--- config.mk ---
export PLATFORM = sky130hd
export DESIGN_NAME = arb_mux
export DESIGN_NICKNAME = d
export VERILOG_FILES = /design/src/rtl/mux_pkg.sv /design/src/rtl/rr_pick.sv /design/src/rtl/arb_mux.sv
export SDC_FILE = /design/constraint.sdc
export NUM_CORES = 1
export LEC_CHECK = 0
export CAP_MARGIN = 0
export CORE_AREA = 5 5 50 70
export DETAILED_ROUTE_END_ITERATION = 7
export DIE_AREA = 0 0 55 75
export PLACE_DENSITY = 0.69
export RECOVER_POWER = 50
export SETUP_SLACK_MARGIN = 0.4
export SKIP_CTS_REPAIR_TIMING = 1
export SYNTH_ARGS = -nofsm -noshare
export SYNTH_HDL_FRONTEND = slang
export SYNTH_HIERARCHICAL = 1
export SYNTH_SLANG_ARGS = --single-unit
export TNS_END_PERCENT = 20
--- constraint.sdc ---
create_clock -name clk -period 3.3 [get_ports clk]
set_clock_uncertainty 0.1 [all_clocks]
set_input_delay 0.99 -clock clk [delete_from_list [all_inputs] [get_ports clk]]
set_output_delay 0.99 -clock clk [all_outputs]
set_load 0.01 [all_outputs]
--- src/rtl/mux_pkg.sv ---
// Shared constants for the arbitrating output multiplexer.
package mux_pkg;

  localparam logic MODE_FIXED = 1'b0;
  localparam logic MODE_RR    = 1'b1;

  localparam int DEFAULT_WIDTH  = 8;
  localparam int DEFAULT_NUM_IN = 3;

endpackage

--- src/rtl/rr_pick.sv ---
// Rotating-priority picker: first requester after ptr, wrapping at NUM_IN-1.
module rr_pick #(
  parameter int NUM_IN = 3,
  parameter int SEL_W  = 2
) (
  input  logic [NUM_IN-1:0] req,
  input  logic [SEL_W-1:0]  ptr,
  output logic [SEL_W-1:0]  grant,
  output logic              grant_valid
);

  logic [SEL_W-1:0] idx;

  // Walk from the farthest candidate back to ptr+1 so the closest requester wins last.
  always_comb begin
    grant       = '0;
    grant_valid = 1'b0;
    idx         = '0;
    for (int k = NUM_IN; k >= 1; k--) begin
      idx = SEL_W'((int'(ptr) + k) % NUM_IN);
      if (req[idx]) begin
        grant       = idx;
        grant_valid = 1'b1;
      end
    end
  end

endmodule

--- src/rtl/arb_mux.sv ---
// N-to-1 multiplexer with fixed or round-robin selection and a single
// registered output stage that refills in the same cycle it drains.
module arb_mux
  import mux_pkg::*;
#(
  parameter  int WIDTH  = DEFAULT_WIDTH,
  parameter  int NUM_IN = DEFAULT_NUM_IN,
  localparam int SEL_W  = (NUM_IN > 2) ? $clog2(NUM_IN) : 1
) (
  input  logic                    clk,
  input  logic                    rst,
  input  logic [NUM_IN*WIDTH-1:0] in_data,
  input  logic [NUM_IN-1:0]       in_valid,
  output logic [NUM_IN-1:0]       in_ready,
  input  logic                    mode,
  input  logic [SEL_W-1:0]        sel,
  output logic [WIDTH-1:0]        out_data,
  output logic                    out_valid,
  input  logic                    out_ready,
  output logic [SEL_W-1:0]        out_sel
);

  logic             load_en;
  logic             xfer;
  logic             grant_ok;
  logic             pick_valid;
  logic [SEL_W-1:0] rr_grant;
  logic [SEL_W-1:0] grant;
  logic [SEL_W-1:0] ptr;
  logic [WIDTH-1:0] words [NUM_IN];

  rr_pick #(
    .NUM_IN (NUM_IN),
    .SEL_W  (SEL_W)
  ) u_pick (
    .req         (in_valid),
    .ptr         (ptr),
    .grant       (rr_grant),
    .grant_valid (pick_valid)
  );

  always_comb begin
    for (int i = 0; i < NUM_IN; i++) begin
      words[i] = in_data[i*WIDTH +: WIDTH];
    end
  end

  // Fixed mode offers ready to sel regardless of valid; round-robin only to a requester.
  always_comb begin
    load_en  = !out_valid || out_ready;
    grant    = (mode == MODE_RR) ? rr_grant : sel;
    grant_ok = (mode == MODE_RR) ? pick_valid : (int'(sel) < NUM_IN);
    in_ready = '0;
    if (grant_ok && load_en && !rst) begin
      in_ready[grant] = 1'b1;
    end
  end

  assign xfer = |(in_valid & in_ready);

  always_ff @(posedge clk) begin
    if (rst) begin
      out_valid <= 1'b0;
      out_data  <= '0;
      out_sel   <= '0;
      ptr       <= SEL_W'(NUM_IN - 1);
    end else if (xfer) begin
      out_valid <= 1'b1;
      out_data  <= words[grant];
      out_sel   <= grant;
      ptr       <= grant;
    end else if (out_ready) begin
      out_valid <= 1'b0;
    end
  end

endmodule

* Yosys cells after proc, flatten, opt, wreduce, memory -nomap -nowiden
Index checks and enable logic that the tools add are counted.
** Storage, ports and cells
- Bits of input ports :: 33
- Flip-flop bits (word level) :: 13
- Word-level logic and storage cells :: 49
- Output and inout port bits :: 14
** Operators by class
- Add/sub/neg operators :: 3
- Reductions and logical operators :: 8
- Order comparisons :: 7
- Bitwise gates (word level) :: 2
- Multiplexer cells :: 22
- Div/mod/pow operators :: 3
** Operators by type and width (number)
- remainder unit 32 x 3 -> 32 bit, second input constant :: 3
- binary-select mux 8 bit (select 2 bit) :: 1
- 2-to-1 mux 8 bit :: 2
- less-than comparator 2 x 3 -> 1 bit, second input constant :: 4
- 2-to-1 mux 1 bit :: 10
- 2-to-1 mux 2 bit :: 4
- adder 2 x 2 -> 3 bit, second input constant :: 2
- binary-select mux 1 bit (select 2 bit) :: 3
- adder 2 x 1 -> 3 bit, second input constant :: 1
- AND 3 bit :: 1
- >= comparator 3 bit, second input constant :: 1
- logical AND 1 bit :: 3
- 2-to-1 mux 3 bit :: 1
- inverter 2 -> 3 bit :: 1
- OR reduction 3 bit :: 1
- demux 1 bit (select 2 bit) :: 1
- >= comparator 2 x 1 -> 1 bit, second input constant :: 1
- logical NOT 1 bit :: 2
- less-than comparator 2 bit, second input constant :: 1
- nonzero test 2 bit :: 1
- logical OR 1 bit :: 1

* Longest topological paths before layout
Gate-level depths: netlist of run 1.
- Depth after elaboration :: 16
- Depth in mapped cells :: 10
- Mapped depth without buffers :: 9

* By module
The synthesis of run 1 kept the hierarchy.
** Modules (own cells, without submodules)
- arb_mux :: area an instance 749.5 um2, sequential area each 240.2 um2, instances 1, cells each 79
- rr_pick :: area an instance 191.4 um2, sequential area each 0.0 um2, instances 1, cells each 27

* Least setup slack after synthesis of run 1
No wires, ideal clock.
- Path kind :: input to output
- Start :: in in_valid[2]
- End :: out in_ready[1]
- Slack :: 0.074 ns
- Stages on the path :: 7
- Path buffers :: 1
- Data required time :: 2.210 ns
- Data arrival time :: 2.136 ns
- Cells stage by stage :: mux2i_1 o22ai_1 a211o_1 nand2b_1 nand4_1 clkbuf_1 nor3_1
** Between the ends
- Elaborated cells between the ends (all ways) :: 22
- Classes of those cells :: order compare (2); mux (17); reduce/logical (3)
** RTL lines
- from (decl) :: line arb_mux.sv:13 : input logic [NUM_IN-1:0] in_valid,
- binary-select mux 1 bit (select 2 bit) :: line rr_pick.sv:21 : if (req[idx]) begin
- 2-to-1 mux 1 bit (implied by the code) :: line rr_pick.sv:21
- 2-to-1 mux 1 bit (2 in a row) :: line rr_pick.sv:21
- 2-to-1 mux 1 bit * :: line rr_pick.sv:21
- via pick_valid :: line arb_mux.sv:26 : logic pick_valid;
- 2-to-1 mux 1 bit * :: line arb_mux.sv:52 : grant_ok = (mode == MODE_RR) ? pick_valid : (int'(sel) < NUM_IN);
- logical AND 1 bit * (2 in a row) :: line arb_mux.sv:54 : if (grant_ok && load_en && !rst) begin
- 2-to-1 mux 3 bit * :: line arb_mux.sv:54
- to (decl) :: line arb_mux.sv:14 : output logic [NUM_IN-1:0] in_ready,
Mark *: on every way through the listed nets, which the timed path passes. The rest lies on a longest branch. The select of a mux whose other input is x is not followed.

* Worst setup path in the final report of run 1
- Start :: in in_valid[0]
- End :: out in_ready[0]
Same word-level chain as after synthesis.

==> results of run 1 <==
-- state kept, by name, indices dropped and copies added, names as in the netlist --
name / count
out_data: 8
out_valid: 1
ptr: 1
out_sel: 2
-- worst max-delay path by stage --
| stage | to | cells after the start | from | slack (ns) |
|---|---|---|---|---|
| finish | in_ready[0] | 9 | in_valid[0] | 0.03 |
| global route | in_ready[0] | 9 | in_valid[2] | -0.01 |
| CTS | in_ready[1] | 8 | in_valid[0] | -0.87 |
| detailed placement | in_ready[1] | 8 | in_valid[0] | -0.83 |
| global placement | in_ready[1] | 8 | in_valid[0] | -0.71 |
| floorplan | in_ready[0] | 7 | in_valid[2] | 0.18 |
-- Yosys cell counts (all sizes together) --
| master | count | area share (%) |
|---|---|---|
| mux2 | 10 | 12 |
| nor3b | 1 | 0.80 |
| a21o | 1 | 0.80 |
| buf | 5 | 4.1 |
| nand2 | 3 | 1.2 |
| nor2 | 5 | 2.3 |
| o221a | 1 | 1.2 |
| nor2b | 2 | 1.3 |
| nand4 | 2 | 1.3 |
| o2bb2ai | 1 | 0.93 |
| nor3 | 1 | 0.53 |
| o21ai | 4 | 2.1 |
| o211ai | 1 | 0.80 |
| a21oi | 5 | 2.7 |
| nand3b | 1 | 0.80 |
| ha | 4 | 5.3 |
| o22ai | 1 | 0.67 |
| and4 | 1 | 0.93 |
| clkbuf | 2 | 0.80 |
| a211o | 2 | 1.9 |
| a221oi | 16 | 15 |
| or2 | 1 | 0.93 |
| inv | 12 | 4.8 |
| and3 | 1 | 0.67 |
| a221o | 1 | 1.1 |
| dfxtp | 12 | 26 |
| mux2i | 7 | 7.4 |
| nand3 | 1 | 0.53 |
| nand2b | 2 | 1.3 |
-- metal layers --
layer	vias to the layer above	part of all wire, %
li1	535	-
met1	528	34
met2	47	56
met3	4	7.7
met4	0	1.6
met5	-	0
-- power by group through the flow --
stage / clock network (mW) / logic (mW) / registers, mW
CTS: 0.133 / 0.247 / 0.169
global placement: 0 / 0.239 / 0.171
floorplan: 0 / 0.118 / 0.178
finish: 0.129 / 0.266 / 0.170
detailed placement: 0 / 0.245 / 0.171
global route: 0.140 / 0.286 / 0.172
-- through the flow --
stage,total power [mW],cell area [um^2]
after floorplan,0.2959,955.9
after global placement,0.4096,1553
after detailed placement,0.4165,1553
after CTS,0.5484,1594
after global routing,0.5976,1734
final,0.5651,1734
-- worst max-delay path: stages --
cell and delay, ns:
buf_12 0.11, mux2i_4 0.15, o22ai_1 0.11, a211o_1 0.24
nand2b_4 0.15, nand4_1 0.14, buf_4 0.14, nor2_2 0.02
buf_2 0.13
-- cell type report --
class / instances / area [um^2] / share of cell area (%)
flip-flops and latches: 12 / 242.7 / 14.00
multi-input cells: 75 / 720.7 / 41.56
clock buffers: 3 / 41.29 / 2.381
inverters: 12 / 45.04 / 2.597
repair buffers: 68 / 638.1 / 36.80
well taps: 37 / 46.29 / 2.670
-- cell families after synthesis --
group,after synthesis
AO/OA/AOI/OAI,33
adder cells (fa/ha/maj),4
buffers and inverters,19
flip-flops,12
multiplexers,17
AND/OR/NAND/NOR,21
==> results.md, run 1 <==
* Register area share after synthesis at 25.53%
* Share of cells above drive strength 1 at 37.65%
* Layout Utilization at 62.12%
* Global routing usage on met3 at 5.347%
* Average routed wire per standard cell at 16.08 um
* Nets at 209
* Setup tns final at 0 ns
* Setup WS pre-CTS at -0.8305 ns
* Critical path launch point type: input port
* Clk_lat worst skew at 0.23 ns
* Core Region at 2791 um^2
* Fillers at 258
* Global-route wire length before repair at 4836 um
* Die area at 4125 um^2
* Overall routed net length at 3329 um
* Leak at 0.7327 nW
* Mean Syn Cell Area at 8.876 um^2
* Placed insts at 201
* DRT Pass-1 Iters at 4
* Status: completed
* Simple-Gate Fraction of Synth Area at 12.63%
* Clock sink count at 12
* Tmin final at 3.274 ns
* Setup crit end kind: output pin
* Critical path class: input port to output pin
* Std cell rows at 23
* Most common cell after layout, fill and taps aside: clkdlybuf4s50_1
* Post-synth design cell area at 940.9 um^2
* Synthesized instance count at 106
* Slew HR at 62.48%
* Via count at 1114
* RSZ-0062 raised after global routing: true
* Compound-gate portion of the synthesized area at 26.99%
* Worst-path clk slew at 0.05 ns
* Switching power at 173.5 uW
* Vias per cell at 5.382
* I/O pins at 47
* Worst-case reg-to-reg path depth at 11
* # setup viols final at 0
* WHS Path Cells at 2
* R2R Path End: out_data[0]
* Max Buffers Root-to-Sink at 2
* Input/output buffers at 46
* Die Ht at 75 um
* Comb pwr share at 47.0%
* Antenna violations before repair at 0
* Clock Root Buffer: clkbuf_8
* Initial DRC count at 23
* Worst hold slack at 0.3675 ns
* FF-to-FF Start: ptr[1]
* Syn. warnings at 6
* Hold Path Class: flip-flop to flip-flop
* Net Count, Synth at 143
* H-tree depth at 1
* Gr busiest metal: met2
* Starting Density at 33.71%
* Fin crit share at 99.22%
* Final Max Tran Viols at 0
* Total track usage at 16.03%
* Hold Path End: out_data[1]
* Worst R2R Setup Slack at 0.55 ns
* Most frequent cells in the layout: clkdlybuf4s50_1, buf_4, a221oi_1
* Switch share at 30.71%
* Peak VDD IR at 265.8 uV
* DRC violations left at 0
* Worst-path fanout max at 5
* TritonCTS Buffers at 3
* Req. time, crit path at 2.21 ns
* Area grow syn2layout at 84.31%
* Post-synthesis register bit count at 12
* Post-DP HPWL at 2644 um
* Hold Crit Start: out_data[1]
* Global routing usage on met1 at 14.76%
* Overflow after GRT at 0
* Power Dens Cells at 325.8 nW/um^2
* Final ANT Viol Nets at 0
* Setup ws final at 0.02559 ns
* Reg power frac at 30.1%
* Met2 Use GR at 31.45%
* Largest family of logic cells by synthesized area: compound AO/OA/AOI/OAI gates
* Vias in the first global route at 1132
* Clk network pwr share at 22.9%
* Gpl congestion at 0.7529
* Die width at 55 um
* Number of max-cap violations at 0
* Int Power at 391.5 uW
* Diode count at 0
* CTS tree: yes
* Distinct cells, synth at 34
* Adder-Cell Fraction of Synth Area at 5.319%
* Final Hold Fails at 0
* Maximum clock rate at 305.4 MHz
* CP Data Arrival Time at 2.18 ns
* Largest net degree at the start of global routing at 13
* Slew @ Worst Pin at 0.5591 ns
* Final std cells w/o fill at 207
* Multiplexer area fraction after synthesis at 19.81%
* Post-Synth XOR/XNOR Area at 0%
Power figures use the tool's default switching activity.
==> inputs of run 2 (changes only) <==
--- a/config.mk
+++ b/config.mk
@@ -12,7 +12,7 @@
 export PLACE_DENSITY = 0.69
 export RECOVER_POWER = 50
 export SETUP_SLACK_MARGIN = 0.4
-export SKIP_CTS_REPAIR_TIMING = 1
+export SKIP_LAST_GASP = 1
 export SYNTH_ARGS = -nofsm -noshare
 export SYNTH_HDL_FRONTEND = slang
 export SYNTH_HIERARCHICAL = 1
==> results.md, run 2 (same netlist as run 1, synthesis figures left out) <==
* Critical-path cell list: buf_12 > mux2i_4 > o22ai_1 > a211o_1 > nand2b_4 > nand4_1 > buf_4 > nor2_2 > buf_2 (unchanged)
* Clk_lat worst skew at 0.23 ns (about the same)
* TritonCTS Buffers at 3 (unchanged)
* Largest register FFs at 8 (unchanged)
* Total track usage at 17.02% (was 16.03%)
* Slew HR at 62.26% (was 62.48%)
* Stages on the worst setup path at 9 (unchanged)
* Total Power at 567.0 uW (was 565.1 uW)
* Most flop-heavy register: out_data (unchanged)
* Antenna violations before repair at 0 (unchanged)
* Largest net degree at the start of global routing at 13 (unchanged)
* # setup viols final at 0 (unchanged)
* Tmin final at 3.235 ns (was 3.274 ns)
* Input/output buffers at 46 (unchanged)
* H-tree depth at 1 (unchanged)
* Worst-path clk slew at 0.05 ns (about the same)
* Max Buffers Root-to-Sink at 2 (unchanged)
* Worst-case reg-to-reg path depth at 11 (unchanged)
* Average routed wire per standard cell at 16.60 um (was 16.08 um)
* Via count at 1136 (was 1114)
* Post-DP HPWL at 2644 um (unchanged)
* Setup tns final at 0 ns (unchanged)
* Fin crit share at 98.04% (was 99.22%)
* Worst-path fanout max at 5 (unchanged)
* CP Data Arrival Time at 2.15 ns (was 2.18 ns)
* Overall routed net length at 3469 um (was 3329 um)
* Gpl congestion at 0.7529 (unchanged)
* Core Region at 2791 um^2 (unchanged)
* Met3 wire len at 245 um (was 257 um)
* Met1 wire length at 1227 um (was 1142 um)
* Diode count at 0 (unchanged)
* Clock sink count at 12 (unchanged)
* Final ANT Viol Nets at 0 (unchanged)
* Global-route wire length before repair at 5126 um (was 4836 um)
* Die area at 4125 um^2 (unchanged)
* Largest regs: out_data: 8 flops, out_sel: 2 flops (unchanged)
* Worst hold slack at 0.3677 ns (was 0.3675 ns)
* Layout Utilization at 61.09% (was 62.12%)
* Slew @ Worst Pin at 0.5623 ns (was 0.5591 ns)
* Highest routed layer: met4 (unchanged)
* Std cell rows at 23 (unchanged)
* CTS tree: yes (unchanged)
* Share of cells above drive strength 1 at 36.63% (was 37.65%)
* Area grow syn2layout at 81.25% (was 84.31%)
* DRT Pass-1 Iters at 4 (unchanged)
* RSZ-0062 raised after global routing: true (unchanged)
* Starting Density at 33.71% (unchanged)
* Overflow after GRT at 0 (unchanged)
* Most frequent cells in the layout: clkdlybuf4s50_1, buf_4, a221oi_1 (unchanged)
* Number of max-cap violations at 0 (unchanged)
* Die Ht at 75 um (unchanged)
* Setup crit end kind: output pin (unchanged)
* Nets at 211 (was 209)
* I/O pins at 47 (unchanged)
* Met2 WL at 1943 um (was 1877 um)
* Final Hold Fails at 0 (unchanged)
* Peak VDD IR at 265.8 uV (about the same)
* Critical path launch point type: input port (unchanged)
* DRC violations left at 0 (unchanged)
* CP peak stage delay at 0.24 ns (about the same)
* Power Dens Cells at 332.5 nW/um^2 (was 325.8 nW/um^2)
* Maximum clock rate at 309.1 MHz (was 305.4 MHz)
* Worst path slowest cell: a211o_1 (unchanged)
* Leak at 0.7091 nW (was 0.7327 nW)
* Initial DRC count at 28 (was 23)
* Final Max Tran Viols at 0 (unchanged)
* Hold Path Class: flip-flop to flip-flop (unchanged)
* Clock Root Buffer: clkbuf_8 (unchanged)
* Vias in the first global route at 1180 (was 1132)
* Crit path buffers/inverters at 3 (unchanged)
* CP delay by family, top: buffers and inverters (unchanged)
* Critical path class: input port to output pin (unchanged)
* WHS Path Cells at 2 (unchanged)
* Status: completed (unchanged)
* Req. time, crit path at 2.21 ns (about the same)
* Die width at 55 um (unchanged)
* Vias per cell at 5.435 (was 5.382)
* Most common cell after layout, fill and taps aside: clkdlybuf4s50_1 (unchanged)
run 2: power by group:
group / leakage [nW] / switching [mW] / total (mW) / internal [mW]
Combinational: 0.589 / 0.118 / 0.268 / 0.151
Sequential: 0.0987 / 0.00826 / 0.169 / 0.161
Clock: 0.0216 / 0.0492 / 0.129 / 0.0801
Total: 0.709 / 0.175 / 0.567 / 0.392
run 2: timing repair:
item	4_1_cts	5_1_grt
hold buffers	0	0
endpoints found under the setup margin	15	11
pin swaps	7	5
buffers inserted	4	1
resized for setup	40	10
run 2: cell type report:
type,instances,area [um^2]
timing repair buffer,70,636.9
multi-input combinational,75,693.2
sequential,12,242.7
fill,261,1086
tap,37,46.29
clock buffer,3,41.29
inverter,12,45.04
run 2: routing by layer:
metal	vias to the layer above	global-route usage (%)
li1	541	-
met1	548	15.38
met2	43	34.21
met3	4	5.149
met4	0	4.865
met5	-	0
run 2: final timing paths:
path / startpoint / slack (ns) / end
worst max-delay path: in_valid[0] / 0.06 / in_ready[0]
worst min-delay path: out_data[1] / 0.37 / out_data[1]
worst max register to register: ptr[1] / 0.48 / out_data[0]
worst min register to register: out_data[1] / 0.37 / out_data[1]
run 2: worst min-delay path, delay by kind of cell (launching register included):
| kind | cells | cell delay, ns |
|---|---|---|
| flops | 1 | 0.30 |
| buf+inv | 1 | 0.05 |
| compound gates | 1 | 0.06 |
run 2: stage by stage:
stage	setup WS [ns]	instance area, um^2	std cells
finish	0.06473	1705	209
global route	0.01652	1705	209
floorplan	0.1834	955.9	106
global placement	-0.7077	1553	201
CTS	0.08831	1655	208
detailed placement	-0.8305	1553	201
